[src/rtl/tlul_pkg.sv]
// Minimal TL-UL type set for the peripheral crossbar device ports.
package tlul_pkg;

  typedef enum logic [2:0] {
    PutFullData    = 3'h0,
    PutPartialData = 3'h1,
    Get            = 3'h4
  } tl_a_op_e;

  typedef enum logic [2:0] {
    AccessAck     = 3'h0,
    AccessAckData = 3'h1
  } tl_d_op_e;

  typedef struct packed {
    logic        a_valid;
    tl_a_op_e    a_opcode;
    logic [2:0]  a_param;
    logic [1:0]  a_size;
    logic [7:0]  a_source;
    logic [31:0] a_address;
    logic [3:0]  a_mask;
    logic [31:0] a_data;
    logic        d_ready;
  } tl_h2d_t;

  typedef struct packed {
    logic        d_valid;
    tl_d_op_e    d_opcode;
    logic [2:0]  d_param;
    logic [1:0]  d_size;
    logic [7:0]  d_source;
    logic        d_sink;
    logic [31:0] d_data;
    logic        d_error;
    logic        a_ready;
  } tl_d2h_t;

endpackage

[src/rtl/tlul_timer_pkg.sv]
// Register map, reset constants and address decode for the machine timer.
package tlul_timer_pkg;

  // Low address bits decoded by the device; upper bits are resolved by the xbar.
  localparam int unsigned TIMER_ADDR_W = 12;

  localparam logic [TIMER_ADDR_W-1:0] TIMER_CTRL_OFFSET        = 12'h000;
  localparam logic [TIMER_ADDR_W-1:0] TIMER_PRESCALE_OFFSET    = 12'h004;
  localparam logic [TIMER_ADDR_W-1:0] TIMER_MTIME_LO_OFFSET    = 12'h008;
  localparam logic [TIMER_ADDR_W-1:0] TIMER_MTIME_HI_OFFSET    = 12'h00C;
  localparam logic [TIMER_ADDR_W-1:0] TIMER_MTIMECMP_LO_OFFSET = 12'h010;
  localparam logic [TIMER_ADDR_W-1:0] TIMER_MTIMECMP_HI_OFFSET = 12'h014;
  localparam logic [TIMER_ADDR_W-1:0] TIMER_INTR_ENABLE_OFFSET = 12'h018;
  localparam logic [TIMER_ADDR_W-1:0] TIMER_INTR_STATE_OFFSET  = 12'h01C;

  // Compare value out of reach so the interrupt stays quiet after reset.
  localparam logic [63:0] TIMER_MTIMECMP_RST = 64'hFFFF_FFFF_FFFF_FFFF;

  typedef enum logic [3:0] {
    REG_CTRL,
    REG_PRESCALE,
    REG_MTIME_LO,
    REG_MTIME_HI,
    REG_MTIMECMP_LO,
    REG_MTIMECMP_HI,
    REG_INTR_ENABLE,
    REG_INTR_STATE,
    REG_NONE
  } timer_reg_e;

  function automatic timer_reg_e timer_decode(input logic [TIMER_ADDR_W-1:0] addr);
    timer_reg_e idx;
    case (addr)
      TIMER_CTRL_OFFSET:        idx = REG_CTRL;
      TIMER_PRESCALE_OFFSET:    idx = REG_PRESCALE;
      TIMER_MTIME_LO_OFFSET:    idx = REG_MTIME_LO;
      TIMER_MTIME_HI_OFFSET:    idx = REG_MTIME_HI;
      TIMER_MTIMECMP_LO_OFFSET: idx = REG_MTIMECMP_LO;
      TIMER_MTIMECMP_HI_OFFSET: idx = REG_MTIMECMP_HI;
      TIMER_INTR_ENABLE_OFFSET: idx = REG_INTR_ENABLE;
      TIMER_INTR_STATE_OFFSET:  idx = REG_INTR_STATE;
      default:                  idx = REG_NONE;
    endcase
    return idx;
  endfunction

  // Byte-lane merge of write data into the current register value.
  function automatic logic [31:0] timer_wmerge(input logic [31:0] old_val,
                                               input logic [31:0] new_val,
                                               input logic [3:0]  mask);
    logic [31:0] res;
    res = old_val;
    for (int b = 0; b < 4; b++) begin
      if (mask[b]) res[8*b +: 8] = new_val[8*b +: 8];
    end
    return res;
  endfunction

endpackage

[src/rtl/tlul_timer_core.sv]
// Prescaler, 64-bit mtime counter with bus-write override, comparator and
// registered timer interrupt.
module tlul_timer_core
  import tlul_timer_pkg::*;
#(
  parameter int unsigned PrescaleWidth = 12,
  parameter logic [7:0]  Step          = 8'd1
) (
  input  logic                     clk_i,
  input  logic                     rst_ni,
  input  logic                     en_i,
  input  logic [PrescaleWidth-1:0] prescale_i,
  input  logic                     prescale_clr_i,
  input  logic                     mtime_lo_we_i,
  input  logic                     mtime_hi_we_i,
  input  logic [31:0]              mtime_wdata_i,
  input  logic [63:0]              mtimecmp_i,
  input  logic                     intr_en_i,
  output logic [63:0]              mtime_o,
  output logic                     cmp_o,
  output logic                     intr_o
);

  logic [PrescaleWidth-1:0] cnt_q, cnt_d;
  logic [63:0]              mtime_q, mtime_d;
  logic                     intr_q, intr_d;
  logic                     tick;

  // Prescale counter: wraps at PRESCALE, frozen while disabled, cleared on reprogramming.
  always_comb begin
    cnt_d = cnt_q;
    tick  = 1'b0;
    if (en_i && (cnt_q == prescale_i)) tick = 1'b1;
    if (prescale_clr_i) begin
      cnt_d = '0;
    end else if (en_i) begin
      cnt_d = tick ? '0 : cnt_q + 1'b1;
    end
  end

  // mtime next state: a bus write to one half overrides the tick for the whole word.
  always_comb begin
    mtime_d = mtime_q;
    if (tick) mtime_d = mtime_q + 64'(Step);
    if (mtime_lo_we_i) mtime_d = {mtime_q[63:32], mtime_wdata_i};
    if (mtime_hi_we_i) mtime_d = {mtime_wdata_i, mtime_q[31:0]};
  end

  assign cmp_o  = (mtime_q >= mtimecmp_i);
  assign intr_d = intr_en_i & cmp_o;

  // Counter, mtime and interrupt state registers.
  always_ff @(posedge clk_i or negedge rst_ni) begin
    if (!rst_ni) begin
      cnt_q   <= '0;
      mtime_q <= '0;
      intr_q  <= 1'b0;
    end else begin
      cnt_q   <= cnt_d;
      mtime_q <= mtime_d;
      intr_q  <= intr_d;
    end
  end

  assign mtime_o = mtime_q;
  assign intr_o  = intr_q;

endmodule

[src/rtl/tlul_timer.sv]
// RISC-V machine timer device on the TL-UL peripheral crossbar: TL-UL front
// end, address decode and register file around tlul_timer_core.
module tlul_timer
  import tlul_pkg::*;
  import tlul_timer_pkg::*;
#(
  parameter int unsigned PrescaleWidth = 12,
  parameter logic [7:0]  Step          = 8'd1
) (
  input  logic    clk_i,
  input  logic    rst_ni,
  input  tl_h2d_t tl_i,
  output tl_d2h_t tl_o,
  output logic    intr_timer_o
);

  logic                     ctrl_en_q, ctrl_en_d;
  logic [PrescaleWidth-1:0] prescale_q, prescale_d;
  logic [63:0]              mtimecmp_q, mtimecmp_d;
  logic                     intr_en_q, intr_en_d;

  logic                     d_valid_q, d_valid_d;
  tl_d_op_e                 d_opcode_q, d_opcode_d;
  logic [1:0]               d_size_q, d_size_d;
  logic [7:0]               d_source_q, d_source_d;
  logic [31:0]              d_data_q, d_data_d;
  logic                     d_error_q, d_error_d;

  logic                     a_ready, accept, is_get, is_put, req_err, wr_en;
  timer_reg_e               reg_idx;
  logic [31:0]              reg_rdata, wr_data;
  logic [63:0]              mtime;
  logic                     cmp;
  logic                     unused_tl;

  assign a_ready = ~d_valid_q;
  assign accept  = tl_i.a_valid & a_ready;
  assign reg_idx = timer_decode(tl_i.a_address[TIMER_ADDR_W-1:0]);
  assign is_get  = (tl_i.a_opcode == Get);
  assign is_put  = (tl_i.a_opcode == PutFullData) || (tl_i.a_opcode == PutPartialData);
  assign unused_tl = ^{tl_i.a_param, tl_i.a_address[31:TIMER_ADDR_W]};

  // Request classification: misaligned, unmapped, read-only target or unknown opcode.
  always_comb begin
    req_err = 1'b0;
    if (tl_i.a_address[1:0] != 2'b00) req_err = 1'b1;
    if (reg_idx == REG_NONE) req_err = 1'b1;
    if (is_put && (reg_idx == REG_INTR_STATE)) req_err = 1'b1;
    if (!(is_get || is_put)) req_err = 1'b1;
  end

  assign wr_en = accept & is_put & ~req_err;

  // Current value of the addressed register, also the base for byte-masked writes.
  always_comb begin
    reg_rdata = '0;
    case (reg_idx)
      REG_CTRL:        reg_rdata = {31'd0, ctrl_en_q};
      REG_PRESCALE:    reg_rdata = 32'(prescale_q);
      REG_MTIME_LO:    reg_rdata = mtime[31:0];
      REG_MTIME_HI:    reg_rdata = mtime[63:32];
      REG_MTIMECMP_LO: reg_rdata = mtimecmp_q[31:0];
      REG_MTIMECMP_HI: reg_rdata = mtimecmp_q[63:32];
      REG_INTR_ENABLE: reg_rdata = {31'd0, intr_en_q};
      REG_INTR_STATE:  reg_rdata = {31'd0, cmp};
      default:         reg_rdata = '0;
    endcase
  end

  assign wr_data = timer_wmerge(reg_rdata, tl_i.a_data, tl_i.a_mask);

  // Register-file next state from accepted, error-free writes.
  always_comb begin
    ctrl_en_d  = ctrl_en_q;
    prescale_d = prescale_q;
    mtimecmp_d = mtimecmp_q;
    intr_en_d  = intr_en_q;
    if (wr_en) begin
      case (reg_idx)
        REG_CTRL:        ctrl_en_d        = wr_data[0];
        REG_PRESCALE:    prescale_d       = wr_data[PrescaleWidth-1:0];
        REG_MTIMECMP_LO: mtimecmp_d[31:0]  = wr_data;
        REG_MTIMECMP_HI: mtimecmp_d[63:32] = wr_data;
        REG_INTR_ENABLE: intr_en_d        = wr_data[0];
        default: ;
      endcase
    end
  end

  // Register file state.
  always_ff @(posedge clk_i or negedge rst_ni) begin
    if (!rst_ni) begin
      ctrl_en_q  <= 1'b0;
      prescale_q <= '0;
      mtimecmp_q <= TIMER_MTIMECMP_RST;
      intr_en_q  <= 1'b0;
    end else begin
      ctrl_en_q  <= ctrl_en_d;
      prescale_q <= prescale_d;
      mtimecmp_q <= mtimecmp_d;
      intr_en_q  <= intr_en_d;
    end
  end

  // Response channel: capture on accept, hold until the host takes it.
  always_comb begin
    d_valid_d  = d_valid_q;
    d_opcode_d = d_opcode_q;
    d_size_d   = d_size_q;
    d_source_d = d_source_q;
    d_data_d   = d_data_q;
    d_error_d  = d_error_q;
    if (accept) begin
      d_valid_d  = 1'b1;
      d_opcode_d = is_get ? AccessAckData : AccessAck;
      d_size_d   = tl_i.a_size;
      d_source_d = tl_i.a_source;
      d_data_d   = (is_get && !req_err) ? reg_rdata : 32'd0;
      d_error_d  = req_err;
    end else if (d_valid_q && tl_i.d_ready) begin
      d_valid_d  = 1'b0;
    end
  end

  // Response channel state.
  always_ff @(posedge clk_i or negedge rst_ni) begin
    if (!rst_ni) begin
      d_valid_q  <= 1'b0;
      d_opcode_q <= AccessAck;
      d_size_q   <= '0;
      d_source_q <= '0;
      d_data_q   <= '0;
      d_error_q  <= 1'b0;
    end else begin
      d_valid_q  <= d_valid_d;
      d_opcode_q <= d_opcode_d;
      d_size_q   <= d_size_d;
      d_source_q <= d_source_d;
      d_data_q   <= d_data_d;
      d_error_q  <= d_error_d;
    end
  end

  // Drive the TL-UL response bundle.
  always_comb begin
    tl_o          = '0;
    tl_o.d_valid  = d_valid_q;
    tl_o.d_opcode = d_opcode_q;
    tl_o.d_size   = d_size_q;
    tl_o.d_source = d_source_q;
    tl_o.d_data   = d_data_q;
    tl_o.d_error  = d_error_q;
    tl_o.a_ready  = a_ready;
  end

  tlul_timer_core #(
    .PrescaleWidth(PrescaleWidth),
    .Step         (Step)
  ) u_core (
    .clk_i         (clk_i),
    .rst_ni        (rst_ni),
    .en_i          (ctrl_en_q),
    .prescale_i    (prescale_q),
    .prescale_clr_i(wr_en && (reg_idx == REG_PRESCALE)),
    .mtime_lo_we_i (wr_en && (reg_idx == REG_MTIME_LO)),
    .mtime_hi_we_i (wr_en && (reg_idx == REG_MTIME_HI)),
    .mtime_wdata_i (wr_data),
    .mtimecmp_i    (mtimecmp_q),
    .intr_en_i     (intr_en_q),
    .mtime_o       (mtime),
    .cmp_o         (cmp),
    .intr_o        (intr_timer_o)
  );

endmodule

[config.mk]
export PLATFORM = sky130hd
export DESIGN_NAME = tlul_timer
export DESIGN_NICKNAME = d
export VERILOG_FILES = /design/src/rtl/tlul_pkg.sv /design/src/rtl/tlul_timer_pkg.sv /design/src/rtl/tlul_timer_core.sv /design/src/rtl/tlul_timer.sv
export SDC_FILE = /design/constraint.sdc
export NUM_CORES = 1
export LEC_CHECK = 0
export BUFFER_PORTS_ARGS = -buffer_cell sky130_fd_sc_hd__buf_2
export CORE_UTILIZATION = 60
export CTS_BUF_LIST = sky130_fd_sc_hd__clkbuf_8 sky130_fd_sc_hd__clkbuf_16
export CTS_CLUSTER_DIAMETER = 150
export CTS_CLUSTER_SIZE = 12
export DETAILED_ROUTE_END_ITERATION = 7
export PLACE_DENSITY = 0.82
export SKIP_LAST_GASP = 1
export SLEW_MARGIN = 20
export SYNTH_ARGS = -nofsm -noshare
export SYNTH_HDL_FRONTEND = slang
export SYNTH_SLANG_ARGS = --single-unit
export TNS_END_PERCENT = 5
[constraint.sdc]
create_clock -name clk_i -period 7.4 [get_ports clk_i]
set_input_delay 1.85 -clock clk_i [delete_from_list [all_inputs] [get_ports clk_i]]
set_output_delay 1.85 -clock clk_i [all_outputs]
set_load 0.01 [all_outputs]
# == Yosys cells after proc, flatten, opt, wreduce, memory -nomap -nowiden ==
# Memories as Yosys holds them, arrays and structs flattened.
# Index checks and enable logic that the tools add are counted.
# Widths: inputs -> output; s select.
# word_totals
ff_bits,202
rom_bits,128
in_bits,88
out_inout_bits,53
elab_cells,84
memories,1
# op_classes
n_addsub,2
magnitude_cmp,1
eq_ne,12
n_mux,21
bitwise,7
n_reduce_logical,25
# memory_table
name,depth,word_bits,read_ports,rd_clocked_by_memory_dff,wr,line,source
(no name shown),32,4,1,0,0,tlul_timer_pkg.sv:33,case (addr)
# op_table
operator,n
$pmux 32 s8,1
$mux 64,3
$add 64x1->64 const B,1
$ge 64x64->1,1
$mux 12,3
$mux 32,1
$mux 8,4
$eq 4x3->1 const B,4
$reduce_and 2->1,7
$add 12x1->12 const B,1
$eq 12x12->1,1
$reduce_bool 2->1,5
$eq 4x2->1 const B,2
$mux 1,8
$logic_and 1x1->1,7
$logic_not 7->1,1
$and 1x1->1,4
$eq 4x1->1 const B,1
$eq 4x4->1 const B,1
$logic_not 4->1,1
$mux 4,1
$eq 3x1->1 const B,1
$eq 3x3->1 const B,1
$logic_not 3->1,1
4 further kinds,7

# == Depth between registers and ports, before layout ==
# logic_depth
ltp_word,11
depth_mapped,11
depth_no_buf,9

# == Modules after synthesis ==
# Synthesis repeated with hierarchy kept, for this count alone.
# hier_totals
hier_cells,1560
area_unflattened_um2,13456.7
# by_module_without_submodules
module,instances,cells_per_inst,area_per_inst_um2,seq_area_each_um2
tlul_timer,1,717,6737.7,3158.0
tlul_timer_core,1,843,6718.9,1926.8

# == Least setup slack after synthesis ==
# Ideal clock, no wire load.
# synth_path
path_type,input to register
startpoint,input port tl_i[44] (netlist name)
endpoint,register u_core.cnt_q[8]
setup_ns,0.118
arrival_time_ns,3.692
required_time_ns,7.282
setup_slack_ns,3.589
stages,7
n_path_buf,0
path_cell_list,or4_4 > nor4_4 > a31oi_4 > nor3b_2 > nand4_1 > xor2_1 > nor2_1
# synth_via
elab_chain_len,10
word_cells_on_any_way,14
cone_classes,eq/ne: 3; mux: 5; bitwise: 2; reduce/logical: 4
# synth_lines
item,line,source
from (decl),tlul_timer.sv:12,"input tl_h2d_t tl_i,"
$logic_not 7->1 (*),tlul_timer_pkg.sv:33,
$mux 4 (*),tlul_timer_pkg.sv:33,
$eq 4x4->1 or $eq 4x3->1 (tied branches),"tlul_timer.sv:47, tlul_timer.sv:48",
$mux 1 or $logic_and 1x1->1 (tied branches),"tlul_timer.sv:47, tlul_timer.sv:48",
$mux 1,tlul_timer.sv:48,if (is_put && (reg_idx == REG_INTR_STATE)) req_err = 1'b1;
$mux 1,tlul_timer.sv:49,if (!(is_get || is_put)) req_err = 1'b1;
$not 1->1,tlul_timer.sv:52,assign wr_en = accept & is_put & ~req_err;
$and 1x1->1,tlul_timer.sv:52,
$logic_and 1x1->1 (*),tlul_timer.sv:164,".prescale_clr_i(wr_en && (reg_idx == REG_PRESCALE)),"
$mux 12 or $reduce_bool 2->1 (tied branches),-,
to (signal assigned),tlul_timer_core.sv:59,cnt_q <= cnt_d;
to (decl),tlul_timer_core.sv:24,"logic [PrescaleWidth-1:0] cnt_q, cnt_d;"
# Every way passes the cells marked *; elsewhere a longest branch is shown, timed or not.
# A chain may end at the register's enable or synchronous reset.

# == Worst setup path in the final report ==
# layout_path
startpoint,input port tl_i[39] (netlist name)
endpoint,"register u_core.mtime_q[28], in the netlist u_core.mtime_o[28]"
# layout_via
elab_chain_len,11
word_cells_on_any_way,25
cone_classes,eq/ne: 8; mux: 7; bitwise: 3; reduce/logical: 6; memory: 1
# layout_lines
item,line,source
$mem_v2 32x4 (*),-,
$mux 4 (*),tlul_timer_pkg.sv:33,
$eq 4x4->1 or $eq 4x3->1 (tied branches),"tlul_timer.sv:47, tlul_timer.sv:48, tlul_timer.sv:57",
$mux 1 or $logic_and 1x1->1 (tied branches),"tlul_timer.sv:47, tlul_timer.sv:48",
$mux 1,tlul_timer.sv:48,
$mux 1,tlul_timer.sv:49,
$not 1->1,tlul_timer.sv:52,
$and 1x1->1,tlul_timer.sv:52,
$logic_and 1x1->1 (on tied branches),"tlul_timer.sv:165, tlul_timer.sv:166",
$reduce_bool 2->1 (no source line) or $not 1->1 (tied branches),-,
$reduce_and 2->1 (no source line),-,
to (signal assigned),tlul_timer_core.sv:60,mtime_q <= mtime_d;
to (decl),tlul_timer_core.sv:25,"logic [63:0] mtime_q, mtime_d;"
# Every way passes the cells marked *; elsewhere a longest branch is shown, timed or not. The select of a mux whose other input is x is not followed.

==> run_results.csv <==
group,metric,value,unit
outcome,outcome,"complete, but fails checks",
outcome,violations,"DRC",
worst_setup_path,slowest_delay,790,ps
worst_setup_path,crit_chain,"buf_2 -> nor3b_1 -> and4_1 -> and2_1 -> buf_4 -> o21a_1 -> buf_4 -> o21ai_0 -> a32oi_1 -> o21ai_0",
sta,slew_viol_final,0,
final_layout,final_core_util,0.674,
routing,via_count,10812,
clocking,cts_buffers,17,
logic_synthesis,ys_warn_count,0,
final_layout,antenna_cells,0,
worst_setup_path,reg2regPathDepth,9,
flow_run,cap_violations,0,
die,die_width,146,µm
logic_synthesis,ys_seq_elements,200,
logic_synthesis,synth_top_cell_by_area,"dfrtp_1",
power_and_ir_drop,peakVddDrop,147,µV
sta,clock_skew,11.7,ps
final_layout,drive_gt1_frac,0.232,
power_and_ir_drop,power_density,159,mW/mm²
global_route,grt_max_degree,79,
routing,drc,4,
worst_setup_path,r2r_end,"u_core.mtime_o[0]",
logic_synthesis,ys.flop_type,"dfrtp_1",
sta,fin_setup_tns,0,ps
worst_setup_path,start_kind,"input port",
clocking,clk_latency,440,ps
final_layout,mostFrequentLayoutCell,"dfrtp_1",
final_layout,fill_cells,1567,
final_layout,area_delta_synth_final,10.1,%
worst_setup_path,critPathBufInv,3,
logic_synthesis,synth_edf_count,0,
routing,routed_via_density,6.54,
routing,wl,34100,µm
clocking,cts.sinks,200,
die,rows,52,
worst_setup_path,setup.worst_path.start,"tl_i[39]",
routing,dr.first_iter.drc_count,1030,
worst_setup_path,crit_fanout,34,
global_route,grt_pass1_vias,10419,
die,core,0.0202,mm²
logic_synthesis,async_flop_share,1.00,
clocking,cts_root_buf,"clkbuf_16",
routing,ant_nets,0,
routing,drt_first_pass_iters,8,
worst_setup_path,r2r_start,"u_core.mtime_o[0]",
place,dpl_cell_area,0.0131,mm²
routing,wire_per_inst,20.6,µm
worst_setup_path,crit_end,"u_core.mtime_o[28]",
global_route,overflow,0,
die,die_h,146,µm
sta,worst_pin_slew,1080,ps
worst_setup_path,crit_arrival,5410,ps
logic_synthesis,syn_area_per_cell,9.58,µm²
power_and_ir_drop,p_leak,5.98,nW
sta,setup_violations,0,
die,start_util,0.613,
global_route,antenna_found_initial,0,
clocking,clkTransAtPathRegs,70,ps
logic_synthesis,syn-cell-area,0.0124,mm²
clocking,cts_hold_buf,0,
place,gp_congestion,0.904,
sta,fmax,0.195,GHz
final_layout,design_area,0.0136,mm²
clocking,clockBufferDepth,2,
logic_synthesis,synth_top_area_share,0.275,
hold_path,hold_class,"reg -> reg",
sta,max_slew_margin,0.276,
sta,hold_viol,0,
clocking,cts_tree,"done",
place,place_inst,1619,
place,io_buffer_count,111,
logic_synthesis,yosysSeqAreaShare,0.410,
sta,finalCriticalPeriod,5120,ps
global_route,track_usage,0.326,
final_layout,nNetsFinal,1523,
sta,rsz0062_at_grt,"false",
worst_setup_path,cp_slowest_cell,"and4_1",
worst_setup_path,path_delay_family,"simple AND/OR/NAND/NOR gates",
worst_setup_path,crit_type,"in -> reg",
worst_setup_path,crit_required,7700,ps
final_layout,mostFrequentLayoutCells,"dfrtp_1, nand2_1, buf_2, a21oi_1, o21ai_0",
sta,post-route-period-util,0.691,
clocking,ctsHtreeMaxLevel,4,
clocking,post_cts_buffers,0,
worst_setup_path,cp_num_cells,10,
logic_synthesis,synth_area_leaders,"dfrtp_1, dfstp_2, ha_1, mux2_2, a21oi_1",
final_layout,fin_cells,1652,
place,dp_hpwl,24100,µm
clocking,cts_resized,0,
die,fp.dieArea,0.0212,mm²
worst_setup_path,reg2reg_slack,3630,ps
worst_setup_path,end_kind,"flip-flop",
die,io_pins,141,
global_route,grt_pass1_wl,54800,µm
logic_synthesis,ys_types,83,
logic_synthesis,synthCells,1294,
[worst min path at each step]
stage                   start             end  slack, ps  cells past startpoint
2_1_floorplan  mtimecmp_q[49]  mtimecmp_q[49]        460                      2
4_1_cts         d_opcode_q[0]   d_opcode_q[0]        480                      2
3_5_place_dp    d_opcode_q[0]   d_opcode_q[0]        460                      2
3_3_place_gp    d_opcode_q[0]   d_opcode_q[0]        460                      2
6_report        d_opcode_q[0]   d_opcode_q[0]        470                      2
5_1_grt        mtimecmp_q[41]  mtimecmp_q[41]        500                      2
[metrics by stage]
| stage | power, mW | hold slack, ps | setup slack, ps |
|---|---|---|---|
| 4_1_cts | 2.17 | 476 | 2470 |
| 3_5_place_dp | 1.27 | 459 | 2020 |
| 3_3_place_gp | 1.27 | 458 | 2080 |
| 6_report | 2.17 | 472 | 2280 |
| 2_1_floorplan | 1.20 | 461 | 3590 |
| 5_1_grt | 2.23 | 504 | 2200 |
[tightest hold or removal path: stages, from the launching register on]
cell     delay [ps]
dfrtp_1         340
nand2_1          50
nand2_1          50
[synthesized netlist by cell type, types with 8 or more instances]
cell and count:
o211ai_1 9, xor2_1 9, nor3_1 20, buf_2 18, a21oi_1 97, nand2_1 116, o21ai_0 94, ha_1 66
a221o_1 10, nor4_1 8, a22o_1 39, inv_1 83, clkbuf_1 39, and4_1 11, or3_1 10, buf_4 13
dfrtp_1 136, and3_1 15, nand3_1 51, mux2_2 62, xnor2_1 39, mux2i_1 27, nor2_1 69, dfstp_2 64
nand4_1 27, a22oi_1 25, a21o_1 8, o21a_1 10
[metal layers]
metal / share of wire / track usage / vias up
met5: 0 / 0 / -
met4: 0.033 / 0.130 / 0
met3: 0.090 / 0.0677 / 101
met2: 0.46 / 0.508 / 546
met1: 0.42 / 0.445 / 5287
li1: - / - / 4878
[cell families after synthesis]
group	Yosys count	synth area share
buffers and inverters	160	0.0575
other	1	0.000302
multiplexers	90	0.0799
adder cells (fa/ha/maj)	66	0.0666
AO/OA/AOI/OAI	352	0.187
AND/OR/NAND/NOR	377	0.164
XOR/XNOR	48	0.0339
flip-flops	200	0.410
[flip-flops by register name (all words and copies together) (netlist names), 2 cells and up]
signal / flops
u_core.mtime_o: 64
d_size_q: 2
d_source_q: 8
u_core.cnt_q: 12
prescale_q: 12
d_data_q: 32
mtimecmp_q: 64
[power breakdown]
part           leakage, nW  switching [mW]  total [mW]  internal, mW
sequential            2.51         0.00693        1.12          1.11
combinational         3.17          0.0890       0.138        0.0487
clock                0.296           0.423       0.917         0.494
[layout make-up]
cell class / instances / area [µm²] / area share
inverters: 83 / 312 / 0.0228
well taps: 270 / 338 / 0.0248
flip-flops and latches: 200 / 5080 / 0.373
multi-input cells: 939 / 6630 / 0.486
repair buffers: 128 / 711 / 0.0521
clock buffers: 17 / 425 / 0.0312
clock inverters: 15 / 139 / 0.0102
Note: power is estimated with default switching activity, not from simulation.
